$ cat config.mk
export PLATFORM = sky130hd
export DESIGN_NAME = pio_irq_servicer
export DESIGN_NICKNAME = d
export VERILOG_FILES = /design/src/rtl/pio_irq_servicer.sv
export SDC_FILE = /design/constraint.sdc
export NUM_CORES = 1
export LEC_CHECK = 0
export ABC_CLOCK_PERIOD_IN_PS = 3900
export CORE_ASPECT_RATIO = 0.7
export CORE_UTILIZATION = 40
export CTS_BUF_LIST = sky130_fd_sc_hd__clkbuf_8
export CTS_CLUSTER_SIZE = 16
export DETAILED_ROUTE_END_ITERATION = 7
export PLACE_DENSITY = 0.94
export SLEW_MARGIN = 20
export SYNTH_ARGS = -nofsm -noshare
export SYNTH_HDL_FRONTEND = slang
export SYNTH_SLANG_ARGS = --single-unit
$ cat constraint.sdc
create_clock -name clk -period 3.9 [get_ports clk]
set_clock_uncertainty 0.2 [all_clocks]
set_input_delay 0.975 -clock clk [delete_from_list [all_inputs] [get_ports clk]]
set_output_delay 0.975 -clock clk [all_outputs]
set_load 0.01 [all_outputs]
$ cat src/rtl/pio_irq_servicer.sv
// Autonomous Avalon-MM master for an edge-capture input PIO: programs the irq
// mask, then on irq reads/clears the captured edges and streams {edges, levels}.
module pio_irq_servicer #(
  parameter int               WIDTH     = 6,
  parameter logic [WIDTH-1:0] MASK_INIT = {WIDTH{1'b1}}
) (
  input  logic             clk,
  input  logic             reset_n,
  output logic [2:0]       address,
  output logic             chipselect,
  output logic             write_n,
  output logic [31:0]      writedata,
  input  logic [31:0]      readdata,
  input  logic             irq,
  input  logic [WIDTH-1:0] cfg_mask,
  input  logic             cfg_mask_wr,
  output logic             event_valid,
  input  logic             event_ready,
  output logic [WIDTH-1:0] event_edges,
  output logic [WIDTH-1:0] event_level,
  output logic             busy,
  output logic [2:0]       dbg_state
);

  typedef enum logic [2:0] {
    IDLE     = 3'd0,
    WR_MASK  = 3'd1,
    RD_CAP_A = 3'd2,
    RD_CAP_D = 3'd3,
    CLR      = 3'd4,
    RD_PIN_A = 3'd5,
    RD_PIN_D = 3'd6,
    EMIT     = 3'd7
  } state_e;

  state_e           state_q, state_d;
  logic             mask_pending_q, mask_pending_d;
  logic [WIDTH-1:0] mask_q, mask_d;
  logic [WIDTH-1:0] edges_q, edges_d;
  logic [WIDTH-1:0] ev_edges_q, ev_edges_d;
  logic [WIDTH-1:0] ev_level_q, ev_level_d;

  // Slave readdata is one cycle late; the upper bits beyond WIDTH carry nothing.
  if (WIDTH < 32) begin : g_unused_rd
    logic unused_readdata_hi;
    assign unused_readdata_hi = ^readdata[31:WIDTH];
  end

  always_ff @(posedge clk or negedge reset_n) begin
    if (!reset_n) begin
      state_q        <= IDLE;
      mask_pending_q <= 1'b1;
      mask_q         <= MASK_INIT;
      edges_q        <= '0;
      ev_edges_q     <= '0;
      ev_level_q     <= '0;
    end else begin
      state_q        <= state_d;
      mask_pending_q <= mask_pending_d;
      mask_q         <= mask_d;
      edges_q        <= edges_d;
      ev_edges_q     <= ev_edges_d;
      ev_level_q     <= ev_level_d;
    end
  end

  // Event stream: event_valid is held with stable data until a clock where
  // event_valid && event_ready; that clock is the transfer.
  always_comb begin
    state_d        = state_q;
    mask_pending_d = mask_pending_q;
    mask_d         = mask_q;
    edges_d        = edges_q;
    ev_edges_d     = ev_edges_q;
    ev_level_d     = ev_level_q;

    if (cfg_mask_wr) begin
      mask_d         = cfg_mask;
      mask_pending_d = 1'b1;
    end else if (state_q == WR_MASK) begin
      mask_pending_d = 1'b0;
    end

    case (state_q)
      IDLE: begin
        if (mask_pending_q)  state_d = WR_MASK;
        else if (irq)        state_d = RD_CAP_A;
      end
      WR_MASK:  state_d = IDLE;
      RD_CAP_A: state_d = RD_CAP_D;
      RD_CAP_D: begin
        edges_d = readdata[WIDTH-1:0];
        state_d = (readdata[WIDTH-1:0] == '0) ? IDLE : CLR;
      end
      CLR:      state_d = RD_PIN_A;
      RD_PIN_A: state_d = RD_PIN_D;
      RD_PIN_D: begin
        ev_edges_d = edges_q;
        ev_level_d = readdata[WIDTH-1:0];
        state_d    = EMIT;
      end
      EMIT: begin
        if (event_ready) state_d = IDLE;
      end
      default:  state_d = IDLE;
    endcase
  end

  always_comb begin
    chipselect = 1'b0;
    write_n    = 1'b1;
    address    = 3'd0;
    writedata  = '0;
    case (state_q)
      WR_MASK: begin
        chipselect            = 1'b1;
        write_n               = 1'b0;
        address               = 3'd2;
        writedata[WIDTH-1:0]  = mask_q;
      end
      RD_CAP_A, RD_CAP_D: begin
        chipselect = 1'b1;
        address    = 3'd3;
      end
      CLR: begin
        chipselect            = 1'b1;
        write_n               = 1'b0;
        address               = 3'd3;
        writedata[WIDTH-1:0]  = edges_q;
      end
      RD_PIN_A, RD_PIN_D: begin
        chipselect = 1'b1;
      end
      default: ;
    endcase
  end

  assign event_valid = (state_q == EMIT);
  assign event_edges = ev_edges_q;
  assign event_level = ev_level_q;
  assign busy        = (state_q != IDLE);
  assign dbg_state   = state_q;

endmodule

==> results.txt, run 1 <==
r2r endpoint = edges_q[0]
final period demand of the worst path = 3.18 ns
CP peak stage delay = 0.56 ns
crit path capture type = output pin
largest net degree at the start of global routing = 24
CTS Buffer Depth = 2
CORE AREA = 3540 sq um
root buf cell = clkbuf_8
Pint = 0.995 mW
share of cells above drive strength 1 = 24.8%
max-capacitance violation count = 0
Period Utilization, post-route = 81.5%
DP Area = 1860 sq um
Sequential Power Share = 36.3%
drc violations = 0
Yosys warnings = 0
r2r startpoint = dbg_state[1]
overall power = 1.51 mW
routability cong. = 0.713
Area growth syn-to-layout = 27.7%
CTS Sinks = 28
number of fill cells in the layout = 324
Hold/Removal Path Class = reg2reg
R2R Setup Slk = 2.05 ns
Sw Share = 34.1%
cell row count = 18
DRT Pass-1 Iters = 4
synthesized instance count = 123
setup TNS = 0 ns
Slew Viols, Final = 0
Worst Setup Start Kind = register
Routed Antenna Nets = 0
run status = finished clean
Comb pwr share = 51.7%
1st-iter DRT viols = 54
vias in the first global route = 954
Worst Path Arrival = 2.00 ns
hold buffers post-CTS = 0
critical path's slowest cell = clkdlybuf4s50_1
Clock Latency Late Sink = 0.28 ns
CTS tree = yes
post_cts resized = 0
#FFs+latches synth = 28
Initial Utilization = 42.2%
worst slew pin tran = 0.571 ns
Setup Buffers After CTS = 0
clock slew at reported path FFs = 0.10 ns
cells on worst reg2reg path = 2
total CTS buffers = 3
number of buffers and inverters on the critical path = 1
Placed Instances = 211
Final Hold Viols = 0
NetSw = 0.514 mW
Vias = 969
first-pass GRT wire length = 4580 um
fmax = 0.315 GHz
port bufs = 43
register area = 709 sq um
die area = 3980 sq um
io pins = 97
Hold Crit Start = event_level[1]
slew margin rel. = 61.9%
Via density = 4.51
required time worst endpoint = 2.72 ns
design area = 1910 sq um
PwrDens = 791 nW/um^2
WL/cell = 13.4 um
Layout Nets = 209
clock share of power = 12.0%
worst vdd ir = 0.379 mV
Antenna diodes = 0
Cell variety after synth = 28
WS Path Type = reg2out
final core area utilization = 53.9%
Die Height = 53.1 um
die width = 75.0 um
final setup fails = 0
RSZ-0062 raised after global routing = no
Post-Syn Area = 1490 sq um
antenna violations before repair = 0
Hold Path Stages = 1
Leak Pwr = 0.858 nW
critical-path maximum fanout = 10
GRT Resource Usage Total = 15.9%
H-tree Lvls = 1
post-synthesis sequential area ratio = 47.5%
cell family with most CP delay = buffers and inverters
final wirelength = 2880 um
post-DP HPWL = 2210 um
post-route insts no fill = 215
area of the multi-input gates = 636 sq um
Overflow after GRT = 0
crit-path cells = and2b_1 -> a22oi_1 -> nor2_1 -> clkdlybuf4s50_1
hold endpoint = event_level[1]
Synth Area per Inst = 12.1 sq um
## cell type report
cell class / instances / share of cell area, %
clock buffer: 4 / 2.89
inverter: 1 / 0.197
multi-input combinational: 87 / 33.3
sequential: 28 / 37.2
tap: 50 / 3.28
timing repair buffer: 45 / 23.1
## power groups by stage
stage	sequential (mW)	clock, mW	combinational, mW
floorplan	0.539	0	0.458
global placement	0.544	0	0.766
detailed placement	0.553	0	0.787
CTS	0.550	0.182	0.789
global route	0.567	0.194	0.845
finish	0.548	0.180	0.781
## worst reg2reg max path, delay by kind of cell (launching register included)
| kind | cells | cell delay, ns |
|---|---|---|
| and+or+nand+nor | 1 | 0.42 |
| DFF | 1 | 0.72 |
| muxes | 1 | 0.39 |
## per-stage QoR
| stage | setup WS, ns | hold WS [ns] |
|---|---|---|
| 3_5_place_dp | 1.06 | 0.295 |
| 5_1_grt | 0.590 | 0.325 |
| 4_1_cts | 0.743 | 0.315 |
| 6_report | 0.723 | 0.308 |
| 3_3_place_gp | 1.11 | 0.288 |
| 2_1_floorplan | 1.55 | 0.294 |
## cells in the mapped netlist
cell type / n / area [sq um]
nand2b_1: 1 / 6.26
a21o_1: 1 / 7.51
nand2_1: 4 / 15.0
buf_6: 2 / 22.5
nor2_1: 8 / 30.0
nand3_1: 1 / 5.00
and3_1: 2 / 12.5
buf_2: 1 / 5.00
xnor2_1: 1 / 8.76
conb_1: 1 / 3.75
o21bai_1: 1 / 7.51
or4_1: 1 / 7.51
nand2_4: 1 / 11.3
dfstp_2: 7 / 184
a21oi_1: 1 / 5.00
mux2_2: 15 / 169
dfrtp_1: 21 / 526
buf_4: 27 / 203
o2bb2ai_1: 1 / 8.76
o22ai_1: 1 / 6.26
a22oi_1: 7 / 52.6
mux2_4: 10 / 150
nor2b_4: 1 / 13.8
and2b_1: 1 / 7.51
inv_1: 1 / 3.75
nor3_1: 1 / 5.00
clkbuf_1: 3 / 11.3
o21ai_0: 1 / 5.00
## registers in the layout, indices dropped and copies added (netlist names)
name            count
edges_q             6
event_edges         6
event_level         6
mask_q              6
dbg_state           3
mask_pending_q      1
## how the worst max path moves through the flow
stage	from	end	slack, ns	depth (start not counted)
3_3_place_gp	dbg_state[0]	writedata[0]	1.11	4
2_1_floorplan	dbg_state[0]	writedata[0]	1.55	5
3_5_place_dp	dbg_state[0]	writedata[1]	1.06	4
5_1_grt	dbg_state[0]	writedata[1]	0.59	4
4_1_cts	dbg_state[0]	writedata[1]	0.74	4
6_report	dbg_state[0]	writedata[1]	0.72	4
## cells by family after synthesis
logic type / synth area share [%]
compound gates: 6.20
other cells: 0.251
xor+xnor: 0.587
simple gates: 7.63
flops: 47.5
mux: 21.4
buf+inv: 16.4
## metal layers
metal  GRT usage (%)  part of all wire (%)  vias up
li1                -                     -      448
met1            19.7                    45      477
met2            26.9                    48       42
met3            6.10                   6.5        2
met4            2.20                  0.21        0
met5               0                     0        -
## cells in the final DEF (no fill, tap or decap)
| cell type | count |
|---|---|
| nor3_1 | 1 |
| a22oi_1 | 7 |
| conb_1 | 27 |
| o21bai_1 | 1 |
| o22ai_1 | 1 |
| clkbuf_8 | 4 |
| buf_2 | 1 |
| dfrtp_1 | 21 |
| nand2b_1 | 1 |
| and2b_1 | 1 |
| mux2_4 | 10 |
| dfstp_2 | 7 |
| xnor2_1 | 1 |
| nand2_4 | 1 |
| clkdlybuf4s50_1 | 42 |
| o2bb2ai_1 | 1 |
| buf_4 | 2 |
| nand2_1 | 4 |
| and3_1 | 2 |
| mux2_2 | 15 |
| nor2_1 | 8 |
| o21ai_0 | 1 |
| nor2b_4 | 1 |
| inv_1 | 1 |
| a21o_1 | 1 |
| or4_1 | 1 |
| a21oi_1 | 1 |
| nand3_1 | 1 |
No activity file was read; power rests on OpenSTA's default activity.
==> run 2, diff against run 1 <==
Settings changed: ABC_CLOCK_PERIOD_IN_PS 3900 to 3200, CORE_UTILIZATION 40 to 37, PLACE_DENSITY 0.94 to 0.88.
Clock period 3.9 ns to 3.2 ns, I/O delays scaled along.
==> run 2 against run 1 <==
Compared with the run above: final cell count fell by 0.47%; global-route usage shrank 1.7 points; non-clock buffer count shrank 1; total power up 20%; final area down 0.66%; combinational power grew 22%; flip-flop and latch count unchanged; via count grew 0.83%; routed wire length is essentially flat; count of clock-buffer cells in the layout is 1 lower; worst hold slack better by 0.0065 ns; critical endpoint unchanged; largest cell class unchanged.
==> results.txt, run 2 (synthesized netlist as in run 1, its figures left out) <==
final wirelength = 2880 um (about the same)
share of cells above drive strength 1 = 23.2% (-1.7 points)
Leak Pwr = 0.851 nW (-0.78%)
post_cts resized = 0 (unchanged)
Clock Latency Late Sink = 0.27 ns (about the same)
crit-path cells = and2b_1 -> a22oi_1 -> nor2_1 -> clkdlybuf4s50_1
Slew Viols, Final = 0 (unchanged)
PwrDens = 954 nW/um^2 (+21%)
critical-path maximum fanout = 10 (unchanged)
run status = finished clean
clock slew at reported path FFs = 0.09 ns (about the same)
Routed Antenna Nets = 0 (unchanged)
final period demand of the worst path = 2.97 ns
CTS Sinks = 28 (unchanged)
fmax = 0.337 GHz
Hold/Removal Path Class = reg2reg
RSZ-0062 raised after global routing = no
drc violations = 0 (unchanged)
Overflow after GRT = 0 (unchanged)
Setup Buffers After CTS = 0 (unchanged)
die width = 77.9 um (+3.9%)
worst vdd ir = 0.447 mV (+18%)
1st-iter DRT viols = 28 (-48%)
CTS tree = yes
hold buffers post-CTS = 0 (unchanged)
CORE AREA = 3690 sq um (+4.5%)
worst slew pin tran = 0.559 ns (-0.0119 ns)
Worst Path Arrival = 1.97 ns (-0.03 ns)
Period Utilization, post-route = 92.7%
Hold Crit Start = mask_pending_q
Vias = 977 (+0.83%)
io pins = 97 (unchanged)
root buf cell = clkbuf_8
Layout Nets = 208 (-0.48%)
commonest non-fill, non-tap cells in the layout = clkdlybuf4s50_1, conb_1, dfrtp_1
Via density = 4.57 (+1.3%)
Antenna diodes = 0 (unchanged)
r2r startpoint = dbg_state[1]
CP peak stage delay = 0.56 ns (about the same)
max-capacitance violation count = 0 (unchanged)
crit path capture type = output pin
required time worst endpoint = 2.20 ns (-0.52 ns)
WS Path Type = reg2out
total CTS buffers = 3 (unchanged)
slew margin rel. = 62.7% (+0.79 points)
Placed Instances = 210 (-0.47%)
overall power = 1.81 mW (+20%)
post-route insts no fill = 214 (-0.47%)
final setup fails = 0 (unchanged)
Die Height = 55.1 um (+3.8%)
antenna violations before repair = 0 (unchanged)
WL/cell = 13.5 um (+0.54%)
Final Hold Viols = 0 (unchanged)
Initial Utilization = 40.4% (-1.8 points)
post-DP HPWL = 2200 um (-0.62%)
vias in the first global route = 924 (-3.1%)
first-pass GRT wire length = 4510 um (-1.5%)
Worst Setup Start Kind = register
Area growth syn-to-layout = 26.9%
die area = 4300 sq um (+7.8%)
routability cong. = 0.778 (+9.1%)
CTS Buffer Depth = 2 (unchanged)
port bufs = 43 (unchanged)
largest net degree at the start of global routing = 29 (+21%)
DRT Pass-1 Iters = 4 (unchanged)
worst setup path startpoint = dbg_state[0]
most common cell after layout, fill and taps aside = clkdlybuf4s50_1
final core area utilization = 51.3% (-2.6 points)
Min Hold Slack = 0.314 ns (+0.00646 ns)
H-tree Lvls = 1 (unchanged)
critical path's slowest cell = clkdlybuf4s50_1
cell row count = 18 (unchanged)
GRT Resource Usage Total = 14.2% (-1.7 points)
setup TNS = 0 ns (unchanged)
==> run 2: changes by cell type in the layout (fill, tap and decap cells not counted), sizes merged <==
cell           change
buf                -2
clkbuf             -1
clkdlybuf4s50      +1
inv                +1
==> run 2: layout make-up <==
class,count,area [sq um]
Sequential cell,28,709
Multi-Input combinational cell,87,636
Fill cell,342,1800
Clock buffer,3,41.3
Clock inverter,1,3.75
Timing Repair Buffer,44,438
Tap cell,50,62.6
Inverter,1,3.75
==> run 2: stage by stage <==
step           worst slack (ns)  instance area, sq um
2_1_floorplan              1.02                  1590
3_3_place_gp              0.583                  1850
3_5_place_dp              0.558                  1850
4_1_cts                   0.235                  1890
5_1_grt                   0.107                  1890
6_report                  0.233                  1890
==> run 2: worst paths after layout <==
kind,endpoint,slack [ns],depth (start not counted)
worst max-delay path,writedata[1],0.23,4
worst min-delay path,mask_pending_q,0.31,1
worst max register to register,edges_q[0],1.37,2
worst min register to register,mask_pending_q,0.31,1
max in group asynchronous,mask_q[2],1.78,2
min in group asynchronous,event_level[4],0.71,2
==> run 2: layer usage <==
layer / vias to the layer above / global-route usage, % / routed length (um)
met5: - / 0 / 0
met4: 0 / 2.78 / 11
met3: 2 / 3.93 / 160
met2: 39 / 23.3 / 1300
met1: 489 / 19.3 / 1410
li1: 447 / - / -
==> run 2: critical path: cells and delay by family, from the launching register on <==
family          cells  cell delay [ns]
buf+inv             1             0.56
compound gates      1             0.10
simple gates        2             0.49
flops               1             0.55
==> run 2: power by group <==
group | switching [mW] | leakage [nW] | internal (mW)
clock network | 0.102 | 0.0269 | 0.0859
registers | 0.155 | 0.319 | 0.514
logic | 0.363 | 0.505 | 0.588
total | 0.620 | 0.851 | 1.19
